File: config.mk
export PLATFORM = sky130hd
export DESIGN_NAME = mux_scan_ctrl
export DESIGN_NICKNAME = d
export VERILOG_FILES = /design/src/rtl/mux_scan_pkg.sv /design/src/rtl/mux_scan_next_ch.sv /design/src/rtl/mux_scan_ctrl.sv
export SDC_FILE = /design/constraint.sdc
export NUM_CORES = 1
export LEC_CHECK = 0
export BUFFER_PORTS_ARGS = -buffer_cell sky130_fd_sc_hd__buf_2
export CAP_MARGIN = 20
export CORE_MARGIN = 8
export CORE_UTILIZATION = 50
export CTS_CLUSTER_DIAMETER = 60
export DETAILED_ROUTE_END_ITERATION = 12
export PLACE_DENSITY = 0.72
export SETUP_SLACK_MARGIN = 0.5
export SLEW_MARGIN = 40
export SYNTH_ARGS = -nofsm -noshare
export SYNTH_HDL_FRONTEND = slang
export SYNTH_SLANG_ARGS = --single-unit
File: constraint.sdc
create_clock -name clk -period 2.5 [get_ports clk]
set_input_delay 0.5 -clock clk [delete_from_list [all_inputs] [get_ports clk]]
set_output_delay 0.5 -clock clk [all_outputs]
set_load 0.005 [all_outputs]
File: src/rtl/mux_scan_pkg.sv
// rtl/mux_scan_pkg.sv - shared constants, types and state encoding for the mux scan sequencer
package mux_scan_pkg;

  localparam int N_CH  = 16;
  localparam int SEL_W = 4;
  localparam int CNT_W = 4;

  typedef logic [N_CH-1:0]  ch_mask_t;
  typedef logic [SEL_W-1:0] ch_idx_t;
  typedef logic [CNT_W-1:0] cnt_t;

  typedef enum logic [1:0] {
    ST_IDLE = 2'd0,
    ST_SCAN = 2'd1,
    ST_DONE = 2'd2
  } state_e;

endpackage

File: src/rtl/mux_scan_next_ch.sv
// rtl/mux_scan_next_ch.sv - finds the lowest enabled channel strictly above an index
module mux_scan_next_ch
  import mux_scan_pkg::*;
(
  input  logic [N_CH-1:0]  mask_i,
  input  logic [SEL_W-1:0] idx_i,
  input  logic             first_i,
  output logic [SEL_W-1:0] idx_o,
  output logic             found_o
);

  // Scan downwards so the last hit is the lowest qualifying channel;
  // first_i treats the start index as -1 so channel 0 is eligible.
  always_comb begin
    idx_o   = '0;
    found_o = 1'b0;
    for (int i = N_CH - 1; i >= 0; i--) begin
      if (mask_i[i] && (first_i || (i > int'(idx_i)))) begin
        idx_o   = SEL_W'(i);
        found_o = 1'b1;
      end
    end
  end

endmodule

File: src/rtl/mux_scan_ctrl.sv
// rtl/mux_scan_ctrl.sv - sequences the 16:1 strobed mux and assembles a masked snapshot
module mux_scan_ctrl
  import mux_scan_pkg::*;
#(
  parameter int SETTLE  = 2,
  parameter int OUT_INV = 0
) (
  input  logic             clk,
  input  logic             rst,
  input  logic             start_i,
  input  logic [N_CH-1:0]  ch_mask_i,
  input  logic             abort_i,
  output logic             busy_o,
  output logic [SEL_W-1:0] mux_sel_o,
  output logic             mux_dis_o,
  input  logic             mux_out_i,
  output logic [N_CH-1:0]  data_o,
  output logic             valid_o,
  input  logic             ready_i
);

  localparam cnt_t SETTLE_C = cnt_t'(SETTLE);
  localparam logic INV      = (OUT_INV != 0);

  state_e          state_q, state_d;
  ch_mask_t        mask_q, mask_d;
  ch_idx_t         sel_q, sel_d;
  cnt_t            cnt_q, cnt_d;
  ch_mask_t        data_q, data_d;
  logic            busy_q, busy_d;
  logic            dis_q, dis_d;
  logic            valid_q, valid_d;

  logic            find_first;
  ch_mask_t        find_mask;
  ch_idx_t         next_idx;
  logic            next_found;

  // In IDLE the finder looks at the incoming mask from index -1; in SCAN it
  // advances past the current select within the latched mask.
  assign find_first = (state_q == ST_IDLE);
  assign find_mask  = find_first ? ch_mask_i : mask_q;

  mux_scan_next_ch u_next_ch (
    .mask_i  (find_mask),
    .idx_i   (sel_q),
    .first_i (find_first),
    .idx_o   (next_idx),
    .found_o (next_found)
  );

  // State and datapath registers; reset wins over everything.
  always_ff @(posedge clk) begin
    if (rst) begin
      state_q <= ST_IDLE;
      mask_q  <= '0;
      sel_q   <= '0;
      cnt_q   <= '0;
      data_q  <= '0;
      busy_q  <= 1'b0;
      dis_q   <= 1'b1;
      valid_q <= 1'b0;
    end else begin
      state_q <= state_d;
      mask_q  <= mask_d;
      sel_q   <= sel_d;
      cnt_q   <= cnt_d;
      data_q  <= data_d;
      busy_q  <= busy_d;
      dis_q   <= dis_d;
      valid_q <= valid_d;
    end
  end

  // Next-state: abort dominates in SCAN/DONE, an empty mask skips SCAN.
  always_comb begin
    state_d = state_q;
    case (state_q)
      ST_IDLE: begin
        if (start_i) state_d = next_found ? ST_SCAN : ST_DONE;
      end
      ST_SCAN: begin
        if (abort_i)                                 state_d = ST_IDLE;
        else if ((cnt_q == '0) && !next_found)       state_d = ST_DONE;
      end
      ST_DONE: begin
        if (abort_i || ready_i) state_d = ST_IDLE;
      end
      default: state_d = ST_IDLE;
    endcase
  end

  // Datapath: latch mask, step the settle counter, capture at cnt==0, advance select.
  always_comb begin
    mask_d = mask_q;
    sel_d  = sel_q;
    cnt_d  = cnt_q;
    data_d = data_q;
    case (state_q)
      ST_IDLE: begin
        if (start_i) begin
          mask_d = ch_mask_i;
          data_d = '0;
          if (next_found) begin
            sel_d = next_idx;
            cnt_d = SETTLE_C;
          end
        end
      end
      ST_SCAN: begin
        if (!abort_i) begin
          if (cnt_q != '0) begin
            cnt_d = cnt_q - cnt_t'(1);
          end else begin
            data_d[sel_q] = mux_out_i ^ INV;
            if (next_found) begin
              sel_d = next_idx;
              cnt_d = SETTLE_C;
            end
          end
        end
      end
      default: ;
    endcase
  end

  // Registered status outputs follow directly from the upcoming state.
  always_comb begin
    busy_d  = (state_d != ST_IDLE);
    dis_d   = (state_d != ST_SCAN);
    valid_d = (state_d == ST_DONE);
  end

  assign busy_o    = busy_q;
  assign mux_sel_o = sel_q;
  assign mux_dis_o = dis_q;
  assign data_o    = data_q;
  assign valid_o   = valid_q;

endmodule

Word level (Yosys, flattened, before mapping)
Cells that the tools add are included.
Widths: inputs -> output; s select.
{ "totals": {"regBits": 45, "inputBits": 22, "wordCells": 132} }
{ "classes": {"n_addsub": 1, "order_cmp": 17, "n_eq_ne": 7, "mux": 56, "n_reduce_logical": 43} }
{ "op_table": {"columns": ["operator", "count"], "rows": [
  ["$mux 4", 24],
  ["$mux 16", 4],
  ["$gt 4x4->1 const A", 8],
  ["$pmux 16 s2", 1],
  ["$logic_and 1x1->1", 18],
  ["$mux 1", 17],
  ["$bwmux 16", 1],
  ["$gt 3x4->1 const A", 4],
  ["$logic_or 1x1->1", 16],
  ["$pmux 4 s2", 2],
  ["$mux 2", 5],
  ["$gt 2x4->1 const A", 2],
  ["$ne 2x2->1 const B", 3],
  ["$pmux 2 s3", 1],
  ["$lt 4x5->1 const B", 1],
  ["$demux 1 s4", 1],
  ["$eq 2x2->1 const B", 2],
  ["$ge 4x1->1 const B", 1],
  ["$gt 1x4->1 const A", 1],
  ["$logic_not 4->1", 1],
  ["$reduce_and 4->1", 1],
  ["$reduce_bool 2->1", 2],
  ["$reduce_bool 4->1", 1],
  ["$sub 4x1->4 const B", 1],
  ["6 further kinds", 6]
]} }

Longest topological paths before layout
Gate-level depths: netlist of the first run.
{ "depth": {"depth_word": 25, "ltp_mapped": 9, "ltp_nobuf": 8} }

Modules after synthesis
Synthesis of the first run repeated with hierarchy kept, for this count alone.
{ "unflattened": {"hier_cells": 337, "hier_area_um2": 2732.6} }
{ "modules_own_cells": {"columns": ["mod", "instances", "cells_per_inst", "area_per_inst_um2", "seq_area_each_um2"], "rows": [
  ["mux_scan_ctrl", 1, 255, 2214.6, 900.9],
  ["mux_scan_next_ch", 1, 82, 518.0, 0.0]
]} }

Worst setup path before layout of the first run
No wires, ideal clock.
{ "synth_path": {"kind": "register to register", "start": "register cnt_q[0]", "end": "register sel_q[1] (netlist: mux_sel_o[1])", "setup_ps": 96, "arrival_time_ps": 1791, "setup_slack_ps": 614, "stages_incl_launch_ff": 10, "period_less_slack_ps": 1886, "path_cell_list": "dfxtp_1 -> inv_1 -> ha_1 -> nor3b_2 -> a31oi_1 -> or2_2 -> clkbuf_1 -> a41oi_2 -> or3b_1 -> o41ai_2"} }
{ "synth_via": {"elab_chain_cells": 3} }
{ "synth_lines": {"columns": ["item", "line", "source"], "rows": [
  ["start: declaration", "mux_scan_ctrl.sv:28", "cnt_t cnt_q, cnt_d;"],
  ["start signal: assignment", "mux_scan_ctrl.sv:67", "cnt_q <= cnt_d;"],
  ["$reduce_bool 4->1", "mux_scan_ctrl.sv:112", "if (cnt_q != '0) begin"],
  ["$ne 2x2->1 (no line)", null, null],
  ["$reduce_and 4->1 (no line)", null, null],
  ["end signal: assignment", "mux_scan_ctrl.sv:66", "sel_q <= sel_d;"],
  ["end: declaration", "mux_scan_ctrl.sv:27", "ch_idx_t sel_q, sel_d;"]
]} }
Every way passes these cells.
A chain may end at the register's enable or synchronous reset.

Final worst setup path of the first run
{ "layout_path": {"start": "register sel_q[2] (netlist: mux_sel_o[2])", "end": "register sel_q[1] (netlist: mux_sel_o[1])"} }
{ "layout_via": {"elab_chain_cells": 23, "word_cells_on_any_way": 82} }
{ "layout_lines": {"columns": ["item", "line", "source"], "rows": [
  ["$gt 4x4->1", "mux_scan_next_ch.sv:18", "if (mask_i[i] && (first_i || (i > int'(idx_i)))) begin"],
  ["$logic_or 1x1->1", "mux_scan_next_ch.sv:18", null],
  ["$logic_and 1x1->1", "mux_scan_next_ch.sv:18", null],
  ["$mux 4 or $mux 1 (tied branches) (16 in a row)", "mux_scan_next_ch.sv:18", null],
  ["$mux 4 *", "mux_scan_ctrl.sv:104, mux_scan_ctrl.sv:116", null],
  ["$mux 4", "mux_scan_ctrl.sv:112", null],
  ["$mux 4", "mux_scan_ctrl.sv:111", "if (!abort_i) begin"],
  ["$pmux 4 s2 *", "mux_scan_ctrl.sv:99", "case (state_q)"]
]} }
Every way passes the cells marked *; elsewhere a longest branch is shown, timed or not. The select of a mux whose other input is x is not followed.

==> flow_summary_export.csv, run 1 <==
group,metric,value,unit
global_routing,grt_usage,18.7,%
cts,clock_latency,0.31,ns
logic_synthesis,syn_avg_cell_area,7.79,um2
placement,placed_area,2840,um2
finish,drive_gt1_share,31.2,%
logic_synthesis,synthMostInstantiatedCell,"dfxtp_1",
power,finalPower,1.87,mW
critical_path,crit_required,2.70,ns
logic_synthesis,synth_warnings,0,
global_routing,grt_pass1_vias,2469,
placement,portBuffers,44,
logic_synthesis,synth_area,2580,um2
critical_path,critPathSlowestCell,"dfxtp_4",
logic_synthesis,synth-seq-cells,44,
placement,dp_slack,0.217,ns
critical_path,crit_fanout,8,
finish,final_util,66.2,%
floorplan,die_h,87.9,um
sta,setup_viol,0,
power,internal_power,1.32,mW
finish,final_nets,420,
sta,tightest_slew,0.547,ns
floorplan,fp.dieW,87.9,um
logic_synthesis,synth-async-reset-ratio,0,%
cts,cts_tree,"built",
floorplan,num_rows,26,
drt,drt_iter0_markers,198,
critical_path,worstPathCellList,"buf_4, o31ai_2, a211oi_2, o2111a_2, nand4_4, nand2_1, o41ai_2",
drt,avgViaCountPerCell,6.06,
drt,drcViolationCount,0,
global_routing,grt_max_degree,30,
critical_path,critPathLaunchType,"register",
power,power_frac_clock,34.6,%
power,switchingPower,554,uW
power,power_frac_comb,24.7,%
sta,worst_clock_skew,0.00881,ns
hold_path,min_path_type,"in -> reg",
logic_synthesis,syn-num-nets,355,
sta,min_period_over_period,78.6,%
cts,htreeDepth,2,
power,ir_drop,0.365,mV
global_routing,grt_antenna_before_repair,0,
cts,cts.path.max_buffers,2,
floorplan,start_util,51.3,%
global_routing,grt_pass1_wl,11700,um
drt,num_vias,2830,
hold_path,holdPathStages,3,
sta,setup_ws,0.534,ns
logic_synthesis,ys_top_cells_by_area,"dfxtp_1 34%, a21oi_1 8.1%, nand2_1 6.0%",
run,maxCapViolations,0,
finish,fin_area,3340,um2
critical_path,startpoint,"mux_sel_o[2]",
placement,dp_hpwl,4930,um
critical_path,cpPeakStageDelay,0.38,ns
sta,fin_crit,1.97,ns
drt,wl,7820,um
critical_path,reg2regPathDepth,7,
logic_synthesis,synth_cell_types,65,
sta,rsz0062_at_grt,"yes",
finish,antennaDiodeCount,0,
floorplan,io_pins,45,
drt,first_pass_iters,5,
cts,cts_sinks,44,
sta,fmax,0.509,GHz
logic_synthesis,ys_top_cells_by_count,"44 x dfxtp_1, 42 x a21oi_1, 41 x nand2_1",
sta,timing.setup.tns,0,ns
finish,syn2layout_area_growth,29.1,%
hold_path,hp-start,"ch_mask_i[13]",
sta,final_max_slew_viol_count,0,
drt,wl_per_cell,16.7,um
placement,dp.cells,432,
cts,root_buffer,"clkbuf_8",
status,status,"complete, no violations",
finish,final_cell_count_no_fill,467,
power,swShare,29.6,%
logic_synthesis,synth_edf_count,0,
floorplan,core,5040,um2
logic_synthesis,ys_seq_area_share,34.1,%
critical_path,r2r-start,"mux_sel_o[2]",
finish,fillCellCount,431,
critical_path,cp.arrival,2.17,ns
floorplan,die_area,7730,um2
sta,slew_headroom,63.5,%
logic_synthesis,synth_top_cell_area_share,34.1,%
sta,hold_viol_final,0,
cts,cts_buffers,5,
sta,holdWs,0.451,ns
drt,ant_nets,0,
power,power.density,560,nW/um2
cts,hold_buffers,0,
critical_path,criticalPathCategory,"reg -> reg",
placement,routabilityCongestion,0.941,
logic_synthesis,yosysTopAreaCell,"dfxtp_1",
critical_path,cp-end-kind,"register",
logic_synthesis,syn-instance-count,332,
cts,clk_pin_slew,0.09,ns
power,seqPwrFrac,40.7,%
power,p_leak,1.38,nW
global_routing,grt_remaining_overflow,0,
logic_synthesis,ys.flop_type,"dfxtp_1",
cells in the final DEF (no fill, tap or decap), types with 5 or more instances in the layout:
| cell type | n |
|---|---|
| a21oi_1 | 42 |
| a31oi_1 | 7 |
| buf_2 | 44 |
| buf_4 | 27 |
| clkbuf_8 | 5 |
| dfxtp_1 | 38 |
| dfxtp_4 | 6 |
| inv_1 | 7 |
| mux2i_1 | 6 |
| nand2_1 | 41 |
| nand2b_1 | 9 |
| nand3_1 | 20 |
| nand4_1 | 8 |
| nor2_1 | 24 |
| nor2b_1 | 5 |
| nor3b_1 | 5 |
| o21ai_0 | 18 |
cell type report:
type,count,area [um2],area share (%)
tap,70,87.6,2.62
sequential,44,903,27.1
clock inverter,2,60.1,1.80
multi-input combinational,257,1640,49.2
timing repair buffer,81,542,16.2
inverter,8,33.8,1.01
clock buffer,5,68.8,2.06
power by group through the flow:
stage | logic [mW] | clock network, mW | registers [mW]
final | 0.462 | 0.646 | 0.762
after global routing | 0.498 | 0.679 | 0.767
after CTS | 0.368 | 0.655 | 0.768
after detailed placement | 0.350 | 0 | 0.783
after global placement | 0.346 | 0 | 0.782
after floorplan | 0.269 | 0 | 0.763
flip-flops by register name, summed over array words and instances (netlist names):
name,flops
data_o,16
mask_q,15
cnt_q,4
mux_sel_o,4
state_q,2
busy_o,1
mux_dis_o,1
valid_o,1
critical path: cells and delay by family, from the launching register on:
family / cells / cell delay, ns
compound gates: 4 / 1.07
flops: 1 / 0.38
simple gates: 2 / 0.26
buf+inv: 1 / 0.14
worst paths after layout:
path,to,slack [ns]
max,mux_sel_o[1],0.53
max reg2reg,mux_sel_o[1],0.53
min reg2reg,mask_q[12],0.46
min,mask_q[13],0.45
timing repair:
item                       4_1_cts  5_1_grt
gates cloned                     0        2
setup buffers                    4       22
gates resized for setup         15       22
pin swaps                        5       15
setup endpoints to repair       22       23
per-layer routing:
layer | wire length, um | GRT usage, % | vias to the layer above
met3 | 557 | 4.32 | 13
li1 | - | - | 1341
met1 | 3340 | 23.9 | 1349
met5 | 0 | 0 | -
met2 | 3790 | 30.7 | 127
met4 | 127 | 4.69 | 0
cells by family after synthesis:
| kind of cell | Yosys count | share of synthesized area, % |
|---|---|---|
| multiplexers | 7 | 2.76 |
| flip-flops | 44 | 34.1 |
| AND/OR/NAND/NOR | 137 | 27.5 |
| adder cells (fa/ha/maj) | 1 | 0.484 |
| buffers and inverters | 32 | 6.24 |
| AO/OA/AOI/OAI | 111 | 28.9 |
Power figures use the tool's default switching activity.
==> run 2, diff against run 1 <==
- ABC_AREA: not set -> 1
- PLACE_DENSITY: 0.72 -> 0.73
- clock period: 2.5 -> 1.95 ns (I/O delays scaled with it)
==> run 2 against run 1 <==
Net effect: cell count rose by 3.0%; the run now ends with negative setup slack left; sequential share of layout area grew 1.2 points; via count shrank 9.3%.
==> flow_summary_export.csv, run 2 <==
group,metric,value,unit
logic_synthesis,synthMostInstantiatedCell,"nor2_1",
floorplan,start_util,50.6,%
critical_path,crit_family,"simple AND/OR/NAND/NOR gates",
drt,drcViolationCount,0,
drt,ant_nets,0,
logic_synthesis,synth-seq-cells,44,
logic_synthesis,syn-instance-count,354,
cts,root_buffer,"clkbuf_8",
finish,syn2layout_area_growth,37.3,%
finish,antennaDiodeCount,0,
hold_path,holdPathStages,3,
sta,slew_headroom,73.6,%
drt,wl,7100,um
placement,dp_hpwl,4810,um
cts,clock_latency,0.30,ns
cts,cts_tree,"built",
finish,final_util,69.5,%
critical_path,crit_required,2.16,ns
power,p_leak,1.51,nW
logic_synthesis,synth_cell_types,32,
hold_path,min_path_type,"in -> reg",
drt,avgViaCountPerCell,5.34,
sta,tightest_slew,0.393,ns
global_routing,grt_max_degree,24,
run,maxCapViolations,0,
finish,final_nets,449,
placement,dp.cells,460,
floorplan,io_pins,45,
logic_synthesis,ys_top_cells_by_count,"73 x nor2_1, 63 x nand2_1, 44 x dfxtp_1",
critical_path,cp.arrival,2.28,ns
finish,final_common_cell,"nor2_1",
logic_synthesis,synth_edf_count,0,
floorplan,die_h,84.2,um
status,status,"complete, but fails checks",
critical_path,path_buf_inv,2,
placement,placed_area,2750,um2
logic_synthesis,ys.flop_type,"dfxtp_1",
logic_synthesis,syn_avg_cell_area,6.58,um2
logic_synthesis,synth_top_cell_area_share,37.8,%
global_routing,grt_remaining_overflow,0,
finish,final_cell_count_no_fill,481,
sta,min_period_over_period,106,%
critical_path,crit_fanout,8,
sta,timing.setup.tns,-0.303,ns
sta,final_max_slew_viol_count,0,
global_routing,grt_antenna_before_repair,0,
global_routing,use_met2,30.5,%
placement,portBuffers,44,
global_routing,grt_usage,18.5,%
power,ir_drop,0.356,mV
cts,cts.path.max_buffers,2,
critical_path,critPathSlowestCell,"dfxtp_4",
sta,setup_ws,-0.120,ns
logic_synthesis,syn-num-nets,377,
critical_path,worstPathCellList,"buf_4, nor3_1, a21oi_4, nand2_2, nor2_4, nand4_4, nor2_4, buf_6, nor2_4, nor2_1, a211oi_1",
power,power.density,662,nW/um2
finish,drive_gt1_share,34.0,%
critical_path,criticalPathCategory,"reg -> reg",
cts,htreeDepth,2,
finish,final_cell_mix,"63 x nor2_1, 51 x nand2_1, 44 x buf_2, 39 x inv_1, 38 x dfxtp_1",
global_routing,grt_most_used_layer,"met2",
floorplan,fp.dieW,84.2,um
power,finalPower,2.12,mW
global_routing,grt.met3_usage,3.68,%
drt,num_vias,2568,
critical_path,cp.depth,11,
critical_path,cpPeakStageDelay,0.41,ns
logic_synthesis,ys_top_cells_by_area,"dfxtp_1 38%, nor2_1 12%, nand2_1 10%",
sta,rsz0062_at_grt,"yes",
global_routing,use_met1,23.7,%
cts,cts_buffers,5,
finish,fillCellCount,360,
placement,routabilityCongestion,0.905,
floorplan,num_rows,25,
finish,fin_area,3200,um2
sta,setup_viol,5,
critical_path,rrSetupSlack,-0.12,ns
logic_synthesis,synth-async-reset-ratio,0,%
logic_synthesis,synth_area,2330,um2
sta,fin_crit,2.07,ns
critical_path,crit_top_cell,"nor2_4",
drt,first_pass_iters,5,
sta,fmax,0.483,GHz
placement,dp_slack,-0.0396,ns
critical_path,cp-end-kind,"register",
cts,cts_sinks,44,
status,failed_checks,"negative setup slack",
cts,clk_pin_slew,0.09,ns
sta,hold_viol_final,0,
drt,wl_per_cell,14.8,um
sta,worst_clock_skew,0.0104,ns
critical_path,critPathLaunchType,"register",
logic_synthesis,synth_warnings,0,
critical_path,reg2regPathDepth,11,
sta,holdWs,0.346,ns
global_routing,grt_pass1_vias,2408,
floorplan,core,4600,um2
logic_synthesis,ys_seq_area_share,37.8,%
floorplan,die_area,7100,um2
drt,drt_iter0_markers,227,
logic_synthesis,yosysTopAreaCell,"dfxtp_1",
global_routing,grt_pass1_wl,11100,um
finish,largest_reg_flops,16,
==> run 2: cell types whose count changed after synthesis, moves of 8 or more <==
cell | previous run | this run
a21oi_1 | 42 | 30
inv_1 | 8 | 42
nand2_1 | 41 | 63
nand2b_1 | 9 | 1
nand3_1 | 20 | 7
nor2_1 | 26 | 73
o21ai_0 | 18 | 28
==> run 2: worst min-delay path, stage by stage <==
cell and delay (ns):
buf_2 0.10, inv_1 0.06, a211oi_1 0.06
==> run 2: report_power, final <==
| part | internal [mW] | switching (mW) | leakage [nW] |
|---|---|---|---|
| Sequential | 0.943 | 0.0509 | 0.364 |
| Combinational | 0.213 | 0.337 | 1.11 |
| Clock | 0.251 | 0.321 | 0.0412 |
| Total | 1.41 | 0.709 | 1.51 |
==> run 2: layout make-up <==
type                       instances  area [um2]  area share (%)
multi-input combinational        249        1450            45.2
tap                               54        67.6            2.11
inverter                          49         204            6.38
clock inverter                     2        12.5           0.391
timing repair buffer              77         490            15.3
sequential                        44         903            28.3
clock buffer                       6        72.6            2.27
==> run 2: worst paths after layout <==
path | end | start
setup / recovery | mux_sel_o[3] | mux_sel_o[3]
setup reg to reg | mux_sel_o[3] | mux_sel_o[3]
hold reg to reg | mask_q[9] | mask_q[9]
hold / removal | mask_q[10] | ch_mask_i[10]
==> run 2: per-layer routing <==
layer / share of wire (%) / wire, um
met2: 49 / 3440
met1: 44 / 3110
met5: 0 / 0
met3: 6.8 / 481
met4: 0.90 / 64
==> run 2: cell families (layout without fill, tap and decap cells) <==
family	count (synthesis)	in the layout	synth area share (%)
AOI/OAI and AO/OA	85	85	21.3
and+or+nand+nor	160	161	29.0
adders and majority gates	1	1	0.537
DFF	44	44	37.8
buffers and inverters	62	134	10.6
xor gates and xnor gates	2	2	0.752
==> run 2: timing repair <==
item | 4_1_cts | 5_1_grt
setup buffers | 7 | 5
pin swaps | 8 | 17
hold buffers | 0 | 0
endpoints found under the setup margin | 29 | 29
gates cloned | 1 | 0
resized for setup | 25 | 45
